### src/rtl/est_interp_ctrl.sv
// ---------------------------------------------------------------------------
// est_interp_ctrl
//
// Sequencer for the channel-estimate interpolator of one slot. On a start it
// latches the slot parity and the reduced NRS frequency shift. It then walks
// every (subcarrier, symbol) pair of the resource block, sc fastest, emitting
// one beat per pair. Each beat carries the frequency weight index and the
// estimate-pair swap select. Beats advance only when the downstream side
// accepts them (out_valid & dn_ready).
//
// Optional feature: define INTERP_ABORT_EN to add an 'abort' input that
// abandons a slot in progress and returns to IDLE with counters cleared.
// ---------------------------------------------------------------------------
module est_interp_ctrl #(
  parameter int NUM_SC  = 12,
  parameter int NUM_SYM = 7
) (
  input  logic       clk,
  input  logic       rst,
  input  logic       start,
  input  logic [2:0] nrs_vshift,
  input  logic       slot_odd,
  input  logic       dn_ready,
`ifdef INTERP_ABORT_EN
  input  logic       abort,
`endif
  output logic       mux_sel,
  output logic [3:0] sc_idx,
  output logic [2:0] sym_idx,
  output logic [1:0] w_freq,
  output logic       out_valid,
  output logic       busy,
  output logic       done,
  output logic       start_err
);

  typedef enum logic [1:0] {
    IDLE = 2'd0,
    RUN  = 2'd1,
    DONE = 2'd2
  } state_t;

  localparam logic [3:0] SC_LAST  = 4'(NUM_SC - 1);
  localparam logic [2:0] SYM_LAST = 3'(NUM_SYM - 1);

  // First symbol index that carries NRS; the estimate pair swaps from here on.
  localparam logic [2:0] NRS_SYM_FIRST = 3'd5;

  state_t     state_q, state_d;
  logic [3:0] sc_q;
  logic [2:0] sym_q;
  logic [2:0] vshift_q;
  logic       odd_q;
  logic       err_q;
  logic [2:0] vshift_red;
  logic       abort_run;
  logic       accept;
  logic       last_beat;
  logic [4:0] wsum;

`ifdef INTERP_ABORT_EN
  assign abort_run = (state_q == RUN) && abort;
`else
  assign abort_run = 1'b0;
`endif

  // In RUN out_valid is always high, so a beat is accepted whenever dn_ready is.
  assign accept    = (state_q == RUN) && dn_ready;
  assign last_beat = accept && (sc_q == SC_LAST) && (sym_q == SYM_LAST);

  // Fold the cell-ID-mod-6 shift into 0..5 (6 and 7 alias onto 0 and 1).
  always_comb begin
    // NOTE: every combinational output gets a default first so no path
    // through the block can leave it unassigned and infer a latch.
    vshift_red = nrs_vshift;
    case (nrs_vshift)
      3'd6:    vshift_red = 3'd0;
      3'd7:    vshift_red = 3'd1;
      default: vshift_red = nrs_vshift;
    endcase
  end

  // State register.
  always_ff @(posedge clk) begin
    // NOTE: registers use non-blocking assignment so every flop samples the
    // pre-edge values of its peers, matching the hardware.
    if (rst) state_q <= IDLE;
    else     state_q <= state_d;
  end

  // Next-state logic: abort beats a simultaneous last beat.
  always_comb begin
    state_d = state_q;
    case (state_q)
      IDLE: if (start) state_d = RUN;
      RUN: begin
        if (abort_run)      state_d = IDLE;
        else if (last_beat) state_d = DONE;
      end
      DONE:    state_d = IDLE;
      default: state_d = IDLE;
    endcase
  end

  // Beat counters, latched slot configuration and the sticky start error.
  always_ff @(posedge clk) begin
    if (rst) begin
      sc_q     <= '0;
      sym_q    <= '0;
      vshift_q <= '0;
      odd_q    <= 1'b0;
      err_q    <= 1'b0;
    end else begin
      if (state_q == IDLE) begin
        if (start) begin
          vshift_q <= vshift_red;
          odd_q    <= slot_odd;
          sc_q     <= '0;
          sym_q    <= '0;
        end
      end else if (state_q == RUN) begin
        if (abort_run) begin
          sc_q  <= '0;
          sym_q <= '0;
        end else if (accept) begin
          if (sc_q == SC_LAST) begin
            sc_q  <= '0;
            sym_q <= (sym_q == SYM_LAST) ? 3'd0 : sym_q + 3'd1;
          end else begin
            sc_q <= sc_q + 4'd1;
          end
        end
      end
      // A start outside IDLE is dropped but remembered until reset.
      if (start && (state_q != IDLE)) err_q <= 1'b1;
    end
  end

  // Outputs: decoded from the registered state only.
  always_comb begin
    // Adding 6 keeps the sum non-negative for any vshift in 0..5.
    wsum      = 5'(sc_q) + 5'd6 - 5'(vshift_q);
    w_freq    = 2'(wsum % 5'd3);
    mux_sel   = odd_q ^ (sym_q >= NRS_SYM_FIRST);
    sc_idx    = sc_q;
    sym_idx   = sym_q;
    out_valid = (state_q == RUN);
    busy      = (state_q == RUN);
    done      = (state_q == DONE);
    start_err = err_q;
  end

endmodule

### config.mk
export PLATFORM = sky130hd
export DESIGN_NAME = est_interp_ctrl
export DESIGN_NICKNAME = d
export VERILOG_FILES = /design/src/rtl/est_interp_ctrl.sv
export SDC_FILE = /design/constraint.sdc
export NUM_CORES = 1
export LEC_CHECK = 0
export CORE_UTILIZATION = 52
export CTS_BUF_LIST = sky130_fd_sc_hd__clkbuf_8
export DETAILED_ROUTE_END_ITERATION = 6
export PLACE_DENSITY = 0.81
export SLEW_MARGIN = 30
export SYNTH_ARGS = -nofsm -noshare
export SYNTH_HDL_FRONTEND = slang
export SYNTH_SLANG_ARGS = --single-unit
### constraint.sdc
create_clock -name clk -period 5 [get_ports clk]
set_input_delay 1 -clock clk [delete_from_list [all_inputs] [get_ports clk]]
set_output_delay 1 -clock clk [all_outputs]
set_load 0.005 [all_outputs]
Word-level counts from Yosys, hierarchy flattened
Index checks and enable logic that the tools add are counted.
{ "op_classes": {"addsub": 4, "mux": 15, "n_bitwise": 1, "n_reduce_logical": 13, "eq_ne": 8, "magnitude_cmp": 1, "div": 1} }
{ "op_table": {"columns": ["cell", "n"], "rows": [
  ["$mux 4", 5],
  ["$mux 3", 6],
  ["$eq 3x3->1 const B", 3],
  ["$reduce_bool 2->1", 4],
  ["$pmux 3 s2", 1],
  ["$add 4x3->5 const B", 1],
  ["$mod 5x2->5 const B", 1],
  ["$sub 5x3->5", 1],
  ["$add 4x1->4 const B", 1],
  ["$eq 4x4->1 const B", 1],
  ["$logic_and 1x1->1", 4],
  ["$mux 2", 2],
  ["$pmux 2 s2", 1],
  ["$reduce_and 2->1", 2],
  ["$reduce_and 4->1", 1],
  ["$add 3x1->3 const B", 1],
  ["$ge 3x3->1 const B", 1],
  ["$reduce_and 3->1", 1],
  ["$eq 2x1->1 const B", 1],
  ["$eq 2x2->1 const B", 1],
  ["$logic_not 2->1", 1],
  ["$ne 2x1->1 const B", 1],
  ["$ne 2x2->1 const B", 1],
  ["$xor 1x1->1", 1]
]} }
{ "totals": {"out_inout_bits": 14, "inputBits": 8, "elab_cells": 49, "reg_bits": 14} }

Logic depth before layout (Yosys ltp)
Gate-level depths: netlist (run 1).
{ "logic_depth": {"depth_word": 6, "mapped_depth": 16, "mapped_depth_nobuf": 16} }

Least setup slack after synthesis (run 1)
OpenSTA, ideal clock, no wires.
{ "synth_path": {"path_type": "reg-to-output", "start": "reg sc_q[2], in the netlist sc_idx[2]", "end": "out w_freq[0]", "t_required_ns": 4.000, "n_path_buf": 0, "stages_incl_launch_ff": 16, "path_slack_ns": 1.015, "t_arrival_ns": 2.985, "cell_sequence": "dfxtp_1 inv_1 ha_1 inv_1 ha_1 a21oi_2 nor4b_2 nor3_4 xnor2_1 nor2_1 ha_1 o21ai_0 a211oi_1 a22oi_1 and4_4 mux2i_1"} }
{ "synth_via": {"elab_chain_cells": 3} }
{ "synth_rtl": {"columns": ["item", "line", "text"], "rows": [
  ["from (decl)", "50", "logic [3:0] sc_q;"],
  ["from (signal assigned)", "130", "sc_q <= sc_q + 4'd1;"],
  ["$add 4x3->5", "142", "wsum = 5'(sc_q) + 5'd6 - 5'(vshift_q);"],
  ["$sub 5x3->5", "142", null],
  ["$mod 5x2->5", "143", "w_freq = 2'(wsum % 5'd3);"],
  ["to (decl)", "30", "output logic [1:0] w_freq,"]
]} }
Every way passes these cells.

Final worst setup path (run 1)
{ "layout_path": {"start": "reg sc_q[2], in the netlist sc_idx[2]", "end": "out w_freq[1]"} }
Same word-level chain as after synthesis.

==> results of run 1 <==
-- cells in the final DEF (no fill, tap or decap), types with 2 or more instances in the layout --
cell type,instances
o21ai_0,4
mux2i_1,3
nand2_1,8
inv_1,13
buf_4,2
clkdlybuf4s50_1,20
a31oi_1,2
o22ai_1,2
ha_1,9
dfxtp_1,14
o21a_1,2
and3_1,2
nand3_1,4
or2_2,2
xor2_1,2
clkbuf_8,4
nor2_1,14
a21oi_1,12
nor2b_1,2
xnor2_1,6
nor3b_1,3
nand2b_1,2
-- cells in the mapped netlist, types with 3 or more instances --
cell,count,area [um2]
nor3b_1,3,22.5
nand2_1,8,30.0
ha_1,10,125
mux2i_1,3,30.0
dfxtp_1,14,280
xnor2_1,6,52.6
inv_1,13,48.8
nor2_1,14,52.6
o21ai_0,5,25.0
a21oi_1,12,60.1
nand3_1,4,20.0
-- final cells by class --
cell class | count | area (um2)
Multi-Input combinational cell | 101 | 741
Fill cell | 147 | 437
Sequential cell | 14 | 280
Timing Repair Buffer | 23 | 228
Clock buffer | 4 | 55.1
Inverter | 13 | 48.8
Tap cell | 25 | 31.3
-- how the worst max path moves through the flow --
stage | start | to | slack, ns
after floorplan | sc_idx[2]$_SDFFE_PP0P_ | w_freq[0] | 1.02
after global placement | sc_idx[2]$_SDFFE_PP0P_ | w_freq[0] | 0.43
after detailed placement | sc_idx[2]$_SDFFE_PP0P_ | w_freq[0] | 0.32
after CTS | sc_idx[2]$_SDFFE_PP0P_ | w_freq[0] | 0.04
after global routing | sc_idx[2]$_SDFFE_PP0P_ | w_freq[1] | 0.009
final | sc_idx[2]$_SDFFE_PP0P_ | w_freq[1] | 0.23
-- power by group --
part	total (mW)	switching, mW	internal [mW]
Sequential	0.121	0.00511	0.116
Combinational	0.141	0.0657	0.0748
Clock	0.111	0.0415	0.0698
-- logic make-up after synthesis --
kind of cell / share of synthesized area (%)
simple gates: 25.1
compound gates: 20.1
buf+inv: 5.65
flops: 26.4
fa+ha+maj: 11.8
xor+xnor: 8.13
mux: 2.83
-- flip-flops by register name (all words and copies together) (netlist names) --
name	count
sym_idx	3
odd_q	1
start_err	1
state_q	2
sc_idx	4
vshift_q	3
-- per-stage QoR --
stage / instance area, um2 / util, %
global placement: 1290 / 71.0
detailed placement: 1290 / 71.0
global route: 1380 / 76.0
finish: 1380 / 76.0
CTS: 1350 / 74.0
floorplan: 1060 / -
-- worst max-delay path: stages (launching register included) --
cell,delay [ns]
dfxtp_1,0.35
inv_1,0.08
ha_1,0.27
inv_1,0.04
ha_2,0.36
a21oi_4,0.08
xnor2_1,0.38
and2_4,0.24
nor2_1,0.05
ha_1,0.32
o211ai_1,0.10
a211o_1,0.33
and4_4,0.18
a211oi_2,0.20
clkdlybuf4s50_1,0.52
-- layer usage --
metal,vias to the layer above,share of wire [%],global-route usage [%]
met1,469,45,27.3
met4,0,0.63,8.57
met3,2,3.5,5.00
met2,22,51,41.7
li1,511,-,-
met5,-,0,0
-- repair_timing --
action | CTS | global route
hold buffers | 0 | 0
gates resized for setup | 0 | 5
endpoints found under the setup margin | 0 | 2
setup buffers | 0 | 2
==> out/results.tsv, run 1 <==
metric	value	unit
Max Clock Skew	0.00151	ns
CORE AREA	1820	um2
initial antenna violation count	0	
initial drt markers	16	
DP Wirelength	1760	um
layout cells sized above 1	11.0	%
CTS tree	done	
average wire per standard cell	13.2	um
worst hold start	vshift_q[0]$_SDFFE_PP0P_	
final setup TNS	0	ns
vias per cell	5.58	
R2R setup slack	3.25	ns
pin count of the biggest net entering global routing	13	
final std cells w/o fill	180	
Cells after Synth	130	
hold depth	2	
Distinct cells, synth	41	
worst r2r path cells	6	
crit path max fanout	5	
arrival time worst endpoint	3.77	ns
Worst Hold End	vshift_q[0]$_SDFFE_PP0P_	
DIE AREA	2230	um2
synth warn	0	
synthesized area	1060	um2
CP startpoint kind	register	
GR Overflow Total	0	
Final Hold Fails	0	
number of core rows	15	
Tightest Pin Transition	0.473	ns
reg2reg start	state_q[0]$_SDFFE_PP0P_	
Starting Density	58.4	%
first-pass GRT wire length	3670	um
Seq/Total Area, Yosys	26.4	%
gpl congestion	0.776	
vias in the first global route	899	
Tot GR Track Use	23.3	%
# port buffers	21	
Detailed Route WL	2380	um
critical path class	register to output port	
post-synthesis to final-layout area growth	30.3	%
relative slew slack	68.4	%
Synth Register Bits	14	
CTS max path bufs	2	
Detail Route Antenna Nets	0	
Final min period	4.77	ns
# placed instances	174	
die width	47.2	um
status	completed	
DRC errors left	0	
fraction of registers with async set/reset	0	%
CP endpoint kind	output port	
IO Pins	22	
reg2reg end	sym_idx[0]$_SDFFE_PP0P_	
H-tree Lvls	1	
final setup fails	0	
DRT Pass-1 Iters	4	
clk_lat worst skew	0.25	ns
PwrDens	270	nW/um2
path type of the worst min-delay path	register to register	
Critical Path RT	4.00	ns
Clock transition at path regs	0.06	ns
EDFF count, synth	0	
Mapped Nets	148	
CTS root buf	clkbuf_8	
PnR worst setup slack	0.231	ns
Layout Nets	174	
dpl ws	0.316	ns
leakage	0.577	nW
Die Ht	47.2	um
final worst path period share	95.4	%
Final Max Slew Viols	0	
CTS buffer count	3	
mean post-synth cell area	8.17	um2
Fmax	210	MHz
WHS	0.469	ns
diodes inserted	0	
# Max-Cap Violations	0	
main flop type after synthesis	dfxtp_1	
detailed-route via count	1004	
Max IR drop VDD	0.000243	V
RSZ-0062 raised after global routing	no	
CTS sink cnt	14	
Overall Power	0.373	mW
No activity file was read; power rests on OpenSTA's default activity.
==> run 2: changes to the inputs <==
--- a/config.mk
+++ b/config.mk
@@ -5,10 +5,12 @@
 export SDC_FILE = /design/constraint.sdc
 export NUM_CORES = 1
 export LEC_CHECK = 0
+export ABC_AREA = 1
+export CORE_ASPECT_RATIO = 1.4
 export CORE_UTILIZATION = 52
 export CTS_BUF_LIST = sky130_fd_sc_hd__clkbuf_8
 export DETAILED_ROUTE_END_ITERATION = 6
-export PLACE_DENSITY = 0.81
+export PLACE_DENSITY = 0.82
 export SLEW_MARGIN = 30
 export SYNTH_ARGS = -nofsm -noshare
 export SYNTH_HDL_FRONTEND = slang
==> run 2 against run 1 <==
Compared with the run above: clock power about the same; setup slack improved by 0.44 ns; non-clock buffer count decreased by 2; wire length decreased by 16%; die area decreased by 3.7%; first-iteration DRC count increased by 25%; register-to-register slack improved by 0.26 ns; largest power group unchanged; via count increased by 1.6%; sequential share of layout area increased by 1.3 points; core utilization decreased by 3.7 points.
==> out/results.tsv, run 2 <==
metric	value	unit	change
final setup fails	0		unchanged
fillers	158		+7.5%
most frequent cells in the layout	inv_1 (35), nand2_1 (30), clkdlybuf4s50_1 (21)		
Layout Nets	199		+14%
gpl congestion	0.750		-3.3%
leakage	0.652	nW	+13%
most common cell in the netlist	inv_1		
post-synthesis to final-layout area growth	27.7	%	
worst r2r path cells	8		+2
RSZ-0062 raised after global routing	no		
H-tree Lvls	1		unchanged
CTS tree	done		
die width	39.4	um	-16%
max reg flops	4		unchanged
mean post-synth cell area	6.54	um2	-20%
CTS-repair resized insts	0		unchanged
Starting Density	56.6	%	-1.8 points
Final min period	4.32	ns	-0.444 ns
R2R setup slack	3.51	ns	+0.26 ns
status	completed		
Post-CTS Setup Repair Bufs	0		unchanged
Area contributors post-synth	dfxtp_1 (27%), inv_1 (13%), ha_1 (12%), nand2_1 (11%), nand3_1 (6.4%)		
hold_buf cts	0		unchanged
initial antenna violation count	0		unchanged
EDFF count, synth	0		unchanged
DRC errors left	0		unchanged
arrival time worst endpoint	3.32	ns	-0.45 ns
path type of the worst min-delay path	register to register		
Detail Route Antenna Nets	0		unchanged
final worst path period share	86.5	%	-8.9 points
CORE AREA	1800	um2	-1.0%
detailed-route via count	1020		+1.6%
Die Ht	54.4	um	+15%
initial drt markers	20		+4
Tightest Pin Transition	0.294	ns	-0.179 ns
final std cells w/o fill	200		+11%
Max Clock Skew	0.00152	ns	+0.00000857 ns
average wire per standard cell	9.98	um	-24%
first-pass GRT wire length	3190	um	-13%
Seq/Total Area, Yosys	27.5	%	+1.1 points
PwrDens	311	nW/um2	+15%
area share of the largest cell type after synthesis	27.5	%	+1.1 points
Final Cell Area	1300	um2	-5.9%
Mapped Nets	174		+18%
final setup TNS	0	ns	unchanged
DIE AREA	2140	um2	-3.7%
Detailed Route WL	2000	um	-16%
IO Pins	22		unchanged
Distinct cells, synth	22		-46%
Tot GR Track Use	20.9	%	-2.5 points
DRT Pass-1 Iters	4		unchanged
CP endpoint kind	output port		
number of core rows	18		+3
Max IR drop VDD	0.000262	V	+7.8%
most common cell after layout, fill and taps aside	inv_1		
# Max-Cap Violations	0		unchanged
CTS buffer count	3		unchanged
final core utilization	72.3	%	-3.7 points
vias per cell	5.10		-8.6%
crit path max fanout	4		-1
main flop type after synthesis	dfxtp_1		
post-placement cell area	1250	um2	-3.5%
hold depth	2		unchanged
vias in the first global route	870		-3.2%
Fmax	231	MHz	+10%
Cells after Synth	156		+20%
Synth Register Bits	14		unchanged
Final Hold Fails	0		unchanged
Final Max Slew Viols	0		unchanged
diodes inserted	0		unchanged
# port buffers	21		unchanged
GR Overflow Total	0		unchanged
# placed instances	196		+13%
CTS sink cnt	14		unchanged
fraction of registers with async set/reset	0	%	unchanged
synth warn	0		unchanged
synthesized area	1020	um2	-4.0%
Clock transition at path regs	0.06	ns	about the same
critical path class	register to output port		
CTS max path bufs	2		unchanged
leading area contributor after synthesis	dfxtp_1		
CTS root buf	clkbuf_8		
CP startpoint kind	register		
relative slew slack	80.3	%	+12 points
clk_lat worst skew	0.24	ns	about the same
top cells by count, synth	inv_1 (35), nand2_1 (30), dfxtp_1 (14)		
pin count of the biggest net entering global routing	9		-4
layout cells sized above 1	7.78	%	-3.2 points
DP Wirelength	1670	um	-5.0%
Critical Path RT	4.00	ns	about the same
run 2: changes by cell type after synthesis, sizes merged, moves of 3 or more:
cell	delta
xnor2	-6
inv	+23
mux2i	-3
nand3	+12
nand2	+24
nor3	+4
run 2: layer usage:
layer  part of all wire (%)  track usage, %
met4                   0.50            5.17
met2                     51            38.0
met1                     45            24.3
met5                      0               0
met3                    3.6            3.66
run 2: worst paths after layout:
path / end / from
hold reg to reg: vshift_q[1]$_SDFFE_PP0P_ / vshift_q[1]$_SDFFE_PP0P_
hold / removal: vshift_q[1]$_SDFFE_PP0P_ / vshift_q[1]$_SDFFE_PP0P_
setup / recovery: w_freq[1] / sc_idx[2]$_SDFFE_PP0P_
setup reg to reg: sym_idx[2]$_SDFFE_PP0P_ / sc_idx[0]$_SDFFE_PP0P_
run 2: cell type report:
cell class,count,area (um2),share of cell area (%)
multi-input combinational,105,597,45.8
sequential,14,280,21.5
timing repair buffer,21,210,16.1
clock buffer,4,55.1,4.23
inverter,36,135,10.4
tap,20,25.0,1.92
run 2: through the flow:
| step | worst slack, ns | power, mW | hold WS (ns) |
|---|---|---|---|
| floorplan | 1.60 | 0.240 | 0.443 |
| global placement | 1.02 | 0.289 | 0.456 |
| detailed placement | 0.932 | 0.297 | 0.462 |
| CTS | 0.644 | 0.408 | 0.480 |
| global route | 0.350 | 0.438 | 0.495 |
| finish | 0.675 | 0.405 | 0.476 |
run 2: cells by family after synthesis:
kind of cell / Yosys count / synth area share, %
adder cells (fa/ha/maj): 10 / 12.3
AND/OR/NAND/NOR: 72 / 33.1
flip-flops: 14 / 27.5
XOR/XNOR: 2 / 1.72
buffers and inverters: 37 / 14.0
AO/OA/AOI/OAI: 21 / 11.4
run 2: power by group:
group          internal [mW]  leakage [nW]  total (mW)  switching, mW
combinational         0.0810         0.509       0.171         0.0898
clock                 0.0698        0.0288       0.111         0.0414
sequential             0.118         0.115       0.123        0.00496
run 2: critical path, cell delays in order, from the launching register on:
cell and delay [ns]:
dfxtp_1 0.38, inv_1 0.09, ha_1 0.28, inv_1 0.04, ha_1 0.31, nand2_1 0.10, nand2_1 0.09, nand3_1 0.09
nand2_1 0.11, nand3_2 0.09, nand2_1 0.08, inv_1 0.04, nand2_1 0.07, nand2_1 0.05, nand2_1 0.08, inv_1 0.05
ha_1 0.17, inv_1 0.06, nand2_2 0.06, nor2_4 0.11, nand3_1 0.09, nand2_1 0.07, nand2_1 0.05, inv_1 0.04
clkdlybuf4s50_1 0.48
==> run 3: changes to the inputs <==
--- a/config.mk
+++ b/config.mk
@@ -5,13 +5,13 @@
 export SDC_FILE = /design/constraint.sdc
 export NUM_CORES = 1
 export LEC_CHECK = 0
-export ABC_AREA = 1
+export ABC_AREA = 0
 export CORE_ASPECT_RATIO = 1.4
 export CORE_UTILIZATION = 52
 export CTS_BUF_LIST = sky130_fd_sc_hd__clkbuf_8
 export DETAILED_ROUTE_END_ITERATION = 6
-export PLACE_DENSITY = 0.82
-export SLEW_MARGIN = 30
+export PLACE_DENSITY = 0.93
+export SLEW_MARGIN = 15
 export SYNTH_ARGS = -nofsm -noshare
 export SYNTH_HDL_FRONTEND = slang
 export SYNTH_SLANG_ARGS = --single-unit
==> run 3 against run 2 <==
Compared with the run above: via count decreased by 0.49%; wire length increased by 27%; sequential share of layout area decreased by 1.4 points; power decreased by 8.4%; maximum frequency decreased by 4.9%; core utilization decreased by 0.92 points; critical endpoint is now w_freq[0]; flip-flop and latch count unchanged; cell count decreased by 12%; register-to-register slack got worse by 0.28 ns; first-iteration DRC count decreased by 15%; die area increased by 4.0%.
==> out/results.tsv, run 3 (synthesized netlist as in run 1, its figures left out) <==
metric	value	unit	change
post-synthesis to final-layout area growth	31.0	%	
CTS tree	done		
# Max-Cap Violations	0		unchanged
relative slew slack	65.0	%	-15 points
worst hold start	odd_q$_SDFFE_PP0P_		
layout cells sized above 1	12.2	%	+4.4 points
CP peak stage delay	0.35	ns	-0.13 ns
CTS buffer count	3		unchanged
arrival time worst endpoint	3.55	ns	+0.23 ns
fillers	150		-5.1%
# port buffers	21		unchanged
buffers plus inverters on the worst setup path	3		-4
most frequent cells in the layout	clkdlybuf4s50_1 (19), nor2_1 (14), dfxtp_1 (14)		
average wire per standard cell	14.3	um	+43%
Die Ht	55.5	um	+2.0%
final setup TNS	0	ns	unchanged
CP Launch Point	sc_idx[2]$_SDFFE_PP0P_		
detailed-route via count	1015		-0.49%
DRT Pass-1 Iters	4		unchanged
critical path cell sequence	inv_1, ha_1, inv_1, ha_2, a21oi_4, nor4b_4, nor3_4, xnor2_1, nor2_1, ha_2, o21ai_0, a211oi_1, a22oi_1, and4_4, mux2i_1, dlymetal6s2s_1		
number of core rows	19		+1
Final min period	4.55	ns	+0.223 ns
clk_lat worst skew	0.24	ns	about the same
GR Overflow Total	0		unchanged
vias per cell	5.73		+12%
H-tree Lvls	1		unchanged
max reg flops	4		unchanged
Tightest Pin Transition	0.522	ns	+0.229 ns
CORE AREA	1950	um2	+8.2%
first-pass GRT wire length	3930	um	+23%
status	completed		
CTS sink cnt	14		unchanged
DIE AREA	2230	um2	+4.0%
CTS root buf	clkbuf_8		
reg2reg start	state_q[0]$_SDFFE_PP0P_		
die width	40.2	um	+2.0%
pin count of the biggest net entering global routing	13		+4
DP Wirelength	1860	um	+11%
Starting Density	54.5	%	-2.1 points
RSZ-0062 raised after global routing	no		
CTS max path bufs	2		unchanged
final worst path period share	90.9	%	+4.5 points
Clock transition at path regs	0.06	ns	about the same
crit path max fanout	4		unchanged
final setup fails	0		unchanged
CP endpoint kind	output port		
Max Clock Skew	0.00137	ns	-0.000152 ns
leakage	0.592	nW	-9.2%
IO Pins	22		unchanged
Fmax	220	MHz	-4.9%
initial antenna violation count	0		unchanged
critical path class	register to output port		
CP top delay family	adder cells		
CP startpoint kind	register		
Layout Nets	175		-12%
gpl congestion	0.826		+10%
Detail Route Antenna Nets	0		unchanged
most common cell after layout, fill and taps aside	clkdlybuf4s50_1		
initial drt markers	17		-15%
Final Hold Fails	0		unchanged
Final Cell Area	1390	um2	+6.8%
path type of the worst min-delay path	register to register		
vias in the first global route	1034		+19%
Final Max Slew Viols	0		unchanged
PwrDens	266	nW/um2	-14%
Detailed Route WL	2530	um	+27%
critical path's slowest cell	dfxtp_1		
post-placement cell area	1290	um2	+3.2%
Max IR drop VDD	0.000217	V	-17%
diodes inserted	0		unchanged
Tot GR Track Use	24.2	%	+3.4 points
Critical Path RT	4.00	ns	about the same
DRC errors left	0		unchanged
==> run 3: cell count changes in the layout (fill, tap and decap cells not counted), sizes merged, moves of 3 or more <==
cell   delta
nand3    -12
nand2    -24
nor3      -4
buf       +3
xnor2     +6
mux2i     +3
inv      -23
==> run 3: stage by stage <==
step	total power [mW]	hold WS [ns]	instances	setup WS (ns)	util (%)
final	0.370	0.472	177	0.453	71.4
after global routing	0.394	0.494	177	0.167	71.4
after CTS	0.368	0.476	174	0.0198	68.9
after detailed placement	0.259	0.467	170	0.285	66.0
after global placement	0.252	0.449	170	0.483	66.0
after floorplan	0.213	0.440	130	1.02	-
==> run 3: where the power goes <==
part,total (mW),leakage [nW],switching (mW),internal (mW)
clock,0.109,0.0288,0.0393,0.0697
sequential,0.121,0.114,0.00486,0.116
combinational,0.140,0.449,0.0663,0.0741
==> run 3: worst paths after layout <==
check                                  to  slack (ns)  cells after the start
setup / recovery                w_freq[0]        0.45                     16
hold reg to reg        odd_q$_SDFFE_PP0P_        0.47                      2
hold / removal         odd_q$_SDFFE_PP0P_        0.47                      2
setup reg to reg  sym_idx[0]$_SDFFE_PP0P_        3.23                      6
==> run 3: repair_timing <==
| action | in CTS | in global routing |
|---|---|---|
| endpoints found under the setup margin | 0 | 2 |
| buffers inserted | 0 | 3 |
| gates resized for setup | 0 | 6 |
| hold buffers | 0 | 0 |
==> run 3: worst min-delay path: stages (launching register included) <==
cell and delay, ns:
dfxtp_1 0.32, nand2_1 0.06, a21oi_1 0.05
==> run 3: layout make-up <==
class | instances | area, um2 | share of cell area [%]
Multi-Input combinational cell | 101 | 743 | 53.4
Sequential cell | 14 | 280 | 20.1
Timing Repair Buffer | 24 | 238 | 17.1
Clock buffer | 4 | 55.1 | 3.96
Inverter | 13 | 48.8 | 3.51
Tap cell | 21 | 26.3 | 1.89
==> run 3: routing by layer <==
metal	vias to the layer above	track usage, %	routed length [um]
li1	511	-	-
met1	469	20.7	926
met2	28	48.4	1500
met3	7	3.61	69
met4	0	9.05	38
met5	-	0	0
